$ cat src/rtl/zbuf_pkg.sv
// Shared types for the span scheduler: FSM state encoding and the
// {x,y,z} point layout used on every 24-bit point bus.
package zbuf_pkg;

    localparam int PT_W = 24;

    // Scheduler FSM states.
    typedef enum logic [2:0] {
        ST_IDLE   = 3'd0,
        ST_LAUNCH = 3'd1,
        ST_BUSY   = 3'd2,
        ST_DONE   = 3'd3,
        ST_ABORT  = 3'd4
    } state_t;

    // Point field layout: X=[23:16], Y=[15:8], Z=[7:0].
    typedef struct packed {
        logic [7:0] x;
        logic [7:0] y;
        logic [7:0] z;
    } point_t;

    // A span is drawable only when both end points lie on the same row.
    function automatic logic same_row(input logic [PT_W-1:0] pa, input logic [PT_W-1:0] pb);
        point_t a;
        point_t b;
        a = point_t'(pa);
        b = point_t'(pb);
        return a.y == b.y;
    endfunction

endpackage

$ cat src/rtl/rr_arb2.sv
// Two-port round-robin selector. A lone requester always wins; on a tie
// the port that was not granted last time wins.
module rr_arb2 (
    input  logic [1:0] req,
    input  logic       last,
    output logic       gnt_idx,
    output logic       valid
);

    // Pick the winning port index from the request pair and the last grant.
    always_comb begin
        valid   = |req;
        gnt_idx = 1'b0;
        case (req)
            2'b01:   gnt_idx = 1'b0;
            2'b10:   gnt_idx = 1'b1;
            2'b11:   gnt_idx = ~last;
            default: gnt_idx = 1'b0;
        endcase
    end

endmodule

$ cat src/rtl/span_sched.sv
// Span scheduler: arbitrates two span requesters, holds the selected span
// for the fill engine, runs the launch/busy handshake with a timeout, and
// keeps a completed-span counter plus a sticky timeout error flag.
module span_sched
    import zbuf_pkg::*;
#(
    parameter int TIMEOUT_CYC = 1023,
    parameter int CNT_W       = 16
) (
    input  logic              clk,
    input  logic              rst,
    input  logic              req_0,
    input  logic [PT_W-1:0]   pa_0,
    input  logic [PT_W-1:0]   pb_0,
    input  logic [PT_W-1:0]   rgb_0,
    input  logic              req_1,
    input  logic [PT_W-1:0]   pa_1,
    input  logic [PT_W-1:0]   pb_1,
    input  logic [PT_W-1:0]   rgb_1,
    output logic              gnt_0,
    output logic              gnt_1,
    output logic              done_0,
    output logic              done_1,
    output logic              rej_0,
    output logic              rej_1,
    output logic              req_2,
    input  logic              ack_2,
    output logic [PT_W-1:0]   point_out_a,
    output logic [PT_W-1:0]   point_out_b,
    output logic [PT_W-1:0]   rgb,
    output logic              busy,
    output logic [CNT_W-1:0]  span_cnt,
    output logic              err_timeout,
    input  logic              err_clr
);

    localparam int TMO_W = $clog2(TIMEOUT_CYC + 1);
    localparam logic [TMO_W-1:0] TMO_LAST = TMO_W'(TIMEOUT_CYC - 1);

    state_t            state_reg;
    state_t            state_next;
    logic              last_grant_reg;
    logic              gidx_reg;
    logic              rej_reg;
    logic [TMO_W-1:0]  tmo_cnt_reg;
    logic [CNT_W-1:0]  span_cnt_reg;
    logic              err_reg;
    logic [PT_W-1:0]   pa_reg;
    logic [PT_W-1:0]   pb_reg;
    logic [PT_W-1:0]   rgb_reg;

    logic              arb_idx;
    logic              arb_valid;
    logic              grant;
    logic              row_ok;
    logic              tmo_hit;
    logic              abort_enter;
    logic [PT_W-1:0]   sel_pa;
    logic [PT_W-1:0]   sel_pb;
    logic [PT_W-1:0]   sel_rgb;

    rr_arb2 u_arb (
        .req     ({req_1, req_0}),
        .last    (last_grant_reg),
        .gnt_idx (arb_idx),
        .valid   (arb_valid)
    );

    // Grant is combinational in IDLE; it is masked while reset is held so
    // that every response output reads 0 during reset.
    assign grant       = rst && (state_reg == ST_IDLE) && arb_valid;
    assign sel_pa      = arb_idx ? pa_1  : pa_0;
    assign sel_pb      = arb_idx ? pb_1  : pb_0;
    assign sel_rgb     = arb_idx ? rgb_1 : rgb_0;
    assign row_ok      = same_row(sel_pa, sel_pb);
    assign tmo_hit     = (tmo_cnt_reg == TMO_LAST);
    assign abort_enter = (state_next == ST_ABORT) && (state_reg != ST_ABORT);

    // Next-state logic for the launch / busy / done / abort sequence.
    always_comb begin
        state_next = state_reg;
        case (state_reg)
            ST_IDLE: begin
                if (grant && row_ok) state_next = ST_LAUNCH;
            end
            ST_LAUNCH: begin
                if (ack_2)        state_next = ST_BUSY;
                else if (tmo_hit) state_next = ST_ABORT;
            end
            ST_BUSY: begin
                if (!ack_2)       state_next = ST_DONE;
                else if (tmo_hit) state_next = ST_ABORT;
            end
            ST_DONE:  state_next = ST_IDLE;
            ST_ABORT: state_next = ST_IDLE;
            default:  state_next = ST_IDLE;
        endcase
    end

    // State register.
    always_ff @(posedge clk or negedge rst) begin
        if (!rst) state_reg <= ST_IDLE;
        else      state_reg <= state_next;
    end

    // Timeout counter: restarts on every state change, counts in LAUNCH/BUSY.
    always_ff @(posedge clk or negedge rst) begin
        if (!rst) begin
            tmo_cnt_reg <= '0;
        end else if (state_next != state_reg) begin
            tmo_cnt_reg <= '0;
        end else if (state_reg == ST_LAUNCH || state_reg == ST_BUSY) begin
            tmo_cnt_reg <= tmo_cnt_reg + TMO_W'(1);
        end
    end

    // Latch the winning job, remember who won, and flag a row mismatch.
    always_ff @(posedge clk or negedge rst) begin
        if (!rst) begin
            pa_reg         <= '0;
            pb_reg         <= '0;
            rgb_reg        <= '0;
            gidx_reg       <= 1'b0;
            last_grant_reg <= 1'b1;
            rej_reg        <= 1'b0;
        end else begin
            rej_reg <= grant && !row_ok;
            if (grant) begin
                pa_reg         <= sel_pa;
                pb_reg         <= sel_pb;
                rgb_reg        <= sel_rgb;
                gidx_reg       <= arb_idx;
                last_grant_reg <= arb_idx;
            end
        end
    end

    // Completed-span counter, advanced once per DONE; wraps naturally.
    always_ff @(posedge clk or negedge rst) begin
        if (!rst)                      span_cnt_reg <= '0;
        else if (state_reg == ST_DONE) span_cnt_reg <= span_cnt_reg + CNT_W'(1);
    end

    // Sticky timeout flag; a new timeout beats a simultaneous clear.
    always_ff @(posedge clk or negedge rst) begin
        if (!rst)             err_reg <= 1'b0;
        else if (abort_enter) err_reg <= 1'b1;
        else if (err_clr)     err_reg <= 1'b0;
    end

    assign gnt_0       = grant && !arb_idx;
    assign gnt_1       = grant &&  arb_idx;
    assign done_0      = (state_reg == ST_DONE || state_reg == ST_ABORT) && !gidx_reg;
    assign done_1      = (state_reg == ST_DONE || state_reg == ST_ABORT) &&  gidx_reg;
    assign rej_0       = rej_reg && !gidx_reg;
    assign rej_1       = rej_reg &&  gidx_reg;
    assign req_2       = (state_reg == ST_LAUNCH);
    assign busy        = (state_reg != ST_IDLE);
    assign point_out_a = pa_reg;
    assign point_out_b = pb_reg;
    assign rgb         = rgb_reg;
    assign span_cnt    = span_cnt_reg;
    assign err_timeout = err_reg;

endmodule

$ cat config.mk
export PLATFORM = sky130hd
export DESIGN_NAME = span_sched
export DESIGN_NICKNAME = d
export VERILOG_FILES = /design/src/rtl/zbuf_pkg.sv /design/src/rtl/rr_arb2.sv /design/src/rtl/span_sched.sv
export SDC_FILE = /design/constraint.sdc
export NUM_CORES = 1
export LEC_CHECK = 0
export ABC_AREA = 1
export ABC_CLOCK_PERIOD_IN_PS = 3700
export BUFFER_PORTS_ARGS = -buffer_cell sky130_fd_sc_hd__buf_2
export CAP_MARGIN = 40
export CORE_ASPECT_RATIO = 0.5
export CORE_UTILIZATION = 50
export CTS_CLUSTER_DIAMETER = 60
export DETAILED_ROUTE_END_ITERATION = 10
export HOLD_SLACK_MARGIN = 0.15
export PLACE_DENSITY_LB_ADDON = 0.12
export SLEW_MARGIN = 25
export SYNTH_ARGS = -nofsm -noshare
export SYNTH_HDL_FRONTEND = slang
export SYNTH_SLANG_ARGS = --single-unit
$ cat constraint.sdc
create_clock -name clk -period 3.7 [get_ports clk]
set_input_delay 0.37 -clock clk [delete_from_list [all_inputs] [get_ports clk]]
set_output_delay 0.37 -clock clk [all_outputs]
set_load 0.03 [all_outputs]
======== After elaboration in Yosys (flattened, before gate mapping) ========
Index checks and enable logic that the tools add are counted.
storage, ports and cells
  register bits ........................... 105
  word-level logic and storage cells ...... 58
cells by class
  add/subtract/negate cells ............... 2
  equality and inequality tests ........... 11
  muxes and demuxes ....................... 13
  bitwise logic cells ..................... 1
  reductions and logical operators ........ 21
operators by type and width
  cell                     number
  $mux W24                 3
  $mux W10                 2
  $add A16 B1 Y16 const B  1
  $mux W3                  4
  $logic_and A1 B1 Y1      11
  $add A10 B1 Y10 const B  1
  $eq A10 B10 Y1 const B   1
  $pmux W3 S3              1
  $eq A8 B8 Y1             1
  $eq A3 B2 Y1 const B     2
  $eq A3 B3 Y1 const B     2
  $eq A2 B2 Y1 const B     2
  $reduce_bool A2 Y1       2
  $eq A3 B1 Y1 const B     1
  $logic_not A1 Y1         3
  $logic_not A3 Y1         1
  $ne A3 B3 Y1             1
  $ne A3 B3 Y1 const B     1
  $reduce_bool A3 Y1       1
  $logic_or A1 B1 Y1       2
  $mux W1                  2
  $pmux W1 S2              1
  $reduce_or A2 Y1         1
  $not A1 Y1               1

======== Longest topological paths before layout ========
  depth in word-level cells ............... 10
  depth in mapped cells ................... 15
  depth with buffers taken out ............ 14

======== Hierarchy ========
From an unflattened synthesis, not the netlist that was laid out.
unflattened totals
  cell total of the unflattened synthesis .. 668
  area total of the unflattened synthesis .. 5142.4 µm²
by module, submodules not included
  module      times used  cells an instance  area each (µm²)  sequential area each (µm²)
  span_sched  1           665                5127.4           2628.8
  rr_arb2     1           3                  15.0             0.0

======== Worst setup path before layout ========
OpenSTA, ideal clock, no wires.
  path kind ............................... register to output
  start ................................... register state_reg[2]
  end ..................................... output port done_0
  arrival time ............................ 1.594 ns
  slack ................................... 1.736 ns
  cell stages (with the launch flop) ...... 8
  path buffers ............................ 0
  path through ............................ dfrtp_1 nor3_2 inv_2 nand2_4 inv_2 nand2_1 o21bai_1 nor2_1
between the ends
  word-level cells in the longest chain between the ends .. 3
  elaborated cells between the ends (all ways) .. 4
ends and longest elaborated chain
  what                                                 line               RTL
  start: declaration                                   span_sched.sv:40   state_t state_reg;
  start signal: assignment                             span_sched.sv:103  else state_reg <= state_next;
  $eq A3 B2 Y1 / $eq A3 B3 Y1 (equally long branches)  span_sched.sv:153  assign done_0 = (state_reg == ST_DONE || state_reg == ST_ABORT) && !gidx_reg;
  $logic_or A1 B1 Y1 (*)                               span_sched.sv:153
  $logic_and A1 B1 Y1 (*)                              span_sched.sv:153
  end: declaration                                     span_sched.sv:22   output logic done_0,
Mark *: on every way between the ends. The rest lies on a longest branch, timed or not.

======== Worst setup path in the final report ========
  start ................................... register last_grant_reg
  end ..................................... output port gnt_0
between the ends
  word-level cells in the longest chain between the ends .. 4
ends and longest elaborated chain
  what                      line               RTL
  start: declaration        span_sched.sv:42   logic last_grant_reg;
  start signal: assignment  span_sched.sv:133  last_grant_reg <= arb_idx;
  $not A1 Y1                rr_arb2.sv:17      2'b11: gnt_idx = ~last;
  $pmux W1 S2               rr_arb2.sv:14      case (req)
  $logic_not A1 Y1          span_sched.sv:151  assign gnt_0 = grant && !arb_idx;
  $logic_and A1 B1 Y1       span_sched.sv:151
  end: declaration          span_sched.sv:20   output logic gnt_0,
No other way between the ends.

==> results.toml <==
[cells_and_area]
final_nets = 1005
area_delta_synth_final_pct = 31.8
ff_latch_area_um2 = 2630
multi_input_area_um2 = 2310
num-fill-cells = 889
diodes = 0
drive_above_1_share_pct = 35.5

[power_and_ir_drop]
leakage_nw = 4.06
irDropWorstVdd_mv = 0.487
power_density_nw_per_um2 = 773

[setup_path]
crit_fanout = 37
cp-start-kind = "register"
cp.required_ns = 3.33
slowest_stage = "dfstp_2"
crit_type = "register to output pin"
cp_cell_sequence = "nand2_2 -> nand2_4 -> inv_1 -> nor2_4 -> buf_4 -> buf_2"
worstSetupEndpointType = "output pin"
crit_arrival_ns = 2.48
worst_path_largest_cell_delay_ns = 0.54

[clocking]
cts_sinks = 105
cts_inserted_buffers = 9
path_clk_slew_ns = 0.08
clock_latency_ns = 0.34
htreeDepth = 3
max-clock-path-buffers = 2
cts_tree = "yes"
holdBufCountCts = 0
cts_setup_buffers = 0
cts-root-buf = "clkbuf_16"
cts_resized = 0

[grt]
grt_pass1_vias = 4357
track_usage_pct = 24.7
overflow = 0
grt_max_degree = 91
grt_first_pass_wirelength_mm = 21.4
antenna_found_initial = 0

[yosys]
yosysSeqAreaShare_pct = 50.0
synth_common_cells = "nand2_1, dfrtp_1, a22oi_1"
synth-compound-area-share_pct = 11.1
syn_nets = 768
syn_inst = 615
synth_flop_cell = "dfrtp_1"
synth_cell_types = 34
synth.area.top_cells = "dfrtp_1, nand2_1, a22oi_1"
synthAdderAreaFrac_pct = 0.714
synth_most_common_cell = "nand2_1"
synth-seq-cells = 105
synth_area_um2 = 5260
synth_top_area_share_pct = 49.5
syn_area_per_cell_um2 = 8.55
synth_top_family_by_area = "simple AND/OR/NAND/NOR gates"
yosys.area_share.simple_pct = 28.0
ys_warn_count = 0
async_reset_ff_share_pct = 100
synth_edf_count = 0
synth_mux_area_share_pct = 0
synth_top_cell_by_area = "dfrtp_1"
synth-xor-area-share_pct = 3.83

[die]
start_util_pct = 51.5
dieArea_um2 = 11000
die_w_um = 147
die_height_um = 74.5
io_pins = 247
core-area_um2 = 10200
num_rows = 26

[timing]
rsz0062_at_grt = "false"
setup_viol = 0
fin_skew_ns = 0.0117
relSlewSlack_pct = 54.0
fmax_mhz = 350
setup_tns_ns = 0
finalHoldViolations = 0
drv_slew = 0
worst_pin_slew_ns = 0.688
worst_slack_ns = 0.846
min_period_ns = 2.85
period_share_pct = 77.1

[drt]
vias_per_cell = 4.97
remaining_drc_errors = 0
drtAntennaViolNets = 0
drtIter0Drc = 278
vias = 4956
dr.pass1.iters = 5
wire_per_inst_um = 13.8
wirelength_mm = 13.8

[job]
cap_viol_max_count = 0

[place]
gp_congestion = 0.820
dp_hpwl_mm = 10.0
place_ws_ns = 1.13
port_buffers = 246

[status]
status = "complete, no violations"

[min_path]
hp-class = "primary input to async pin"
[path summary, 6_finish.rpt]
| kind | start | endpoint | depth (start not counted) | slack, ns |
|---|---|---|---|---|
| min in group clk | pb_0[22] | point_out_b[22] | 3 | 0.22 |
| min | rst | rgb[0] | 2 | 0.13 |
| max | last_grant_reg | gnt_0 | 6 | 0.85 |
| max in group asynchronous | rst | point_out_b[2] | 4 | 2.49 |
| max reg2reg | last_grant_reg | gidx_reg | 6 | 1.21 |
| min reg2reg | last_grant_reg | last_grant_reg | 2 | 0.47 |
[layout make-up]
class / count / area share, %
flip-flops and latches: 105 / 38.0
multi-input cells: 436 / 33.4
repair buffers: 254 / 19.2
clock buffers: 10 / 3.45
well taps: 140 / 2.53
inverters: 46 / 2.49
clock inverters: 6 / 1.05
[kinds of logic (layout without fill, tap and decap cells)]
logic type      after synthesis  count (layout)
xor+xnor                     23              23
buf+inv                      74             316
flops                       105             105
compound gates               86              86
fa+ha+maj                     3               3
simple gates                324             324
[metal layers]
| layer | part of all wire (%) | global-route usage (%) |
|---|---|---|
| met1 | 44 | 31.8 |
| met2 | 50 | 44.0 |
| met3 | 5.1 | 5.03 |
| met4 | 0.70 | 5.15 |
| met5 | 0 | 0 |
[critical path, delay by kind of cell (launching register included)]
kind | cells | cell delay [ns]
DFF | 1 | 0.54
and+or+nand+nor | 3 | 0.81
buffers and inverters | 3 | 0.77
[placed cells by master (no fill, tap or decap)]
master / synthesis / layout
nand3b_1: 8 / 8
nor2_4: 4 / 6
nor3_1: 3 / 3
buf_12: 0 / 1
nand3_2: 2 / 2
buf_2: 7 / 245
clkinv_2: 0 / 1
o21ai_2: 2 / 2
nand4_2: 2 / 2
nor3_2: 4 / 4
xnor2_1: 7 / 7
nor2_2: 3 / 3
ha_1: 3 / 3
bufinv_16: 0 / 1
nand3_1: 22 / 22
dfrtp_1: 104 / 104
a22oi_1: 56 / 56
o211ai_1: 1 / 1
a21oi_1: 3 / 3
inv_6: 0 / 3
o21ai_0: 20 / 20
dfstp_2: 1 / 1
inv_8: 0 / 1
nand3b_4: 2 / 2
nand4_1: 7 / 7
xor2_1: 16 / 16
nand2_2: 2 / 2
nand2_4: 3 / 3
inv_2: 5 / 5
nor3_4: 1 / 1
inv_1: 41 / 41
nor2_1: 18 / 16
nand3_4: 1 / 1
o21ai_1: 3 / 3
clkbuf_8: 0 / 1
buf_16: 0 / 1
o21bai_1: 1 / 1
clkbuf_16: 0 / 9
nand2_1: 242 / 242
buf_4: 6 / 7
[power breakdown]
| group | leakage, nW | switching [mW] | internal [mW] |
|---|---|---|---|
| Combinational | 2.57 | 1.76 | 0.750 |
| Sequential | 1.34 | 0.260 | 1.58 |
| Clock | 0.156 | 0.449 | 0.555 |
| Total | 4.06 | 2.47 | 2.88 |
[per-stage QoR]
stage                     cells  utilization, %  instance area [µm²]  hold WS [ns]  power, mW
final                       997            67.8                 6930         0.133       5.35
after global routing        997            67.8                 6930         0.189       5.68
after CTS                   995            67.3                 6880         0.165       5.37
after detailed placement    979            64.3                 6570         0.463       4.36
after global placement      979            64.3                 6570         0.459       4.30
after floorplan             615               -                 5260        0.0744       3.58
No activity file was read; power rests on OpenSTA's default activity.
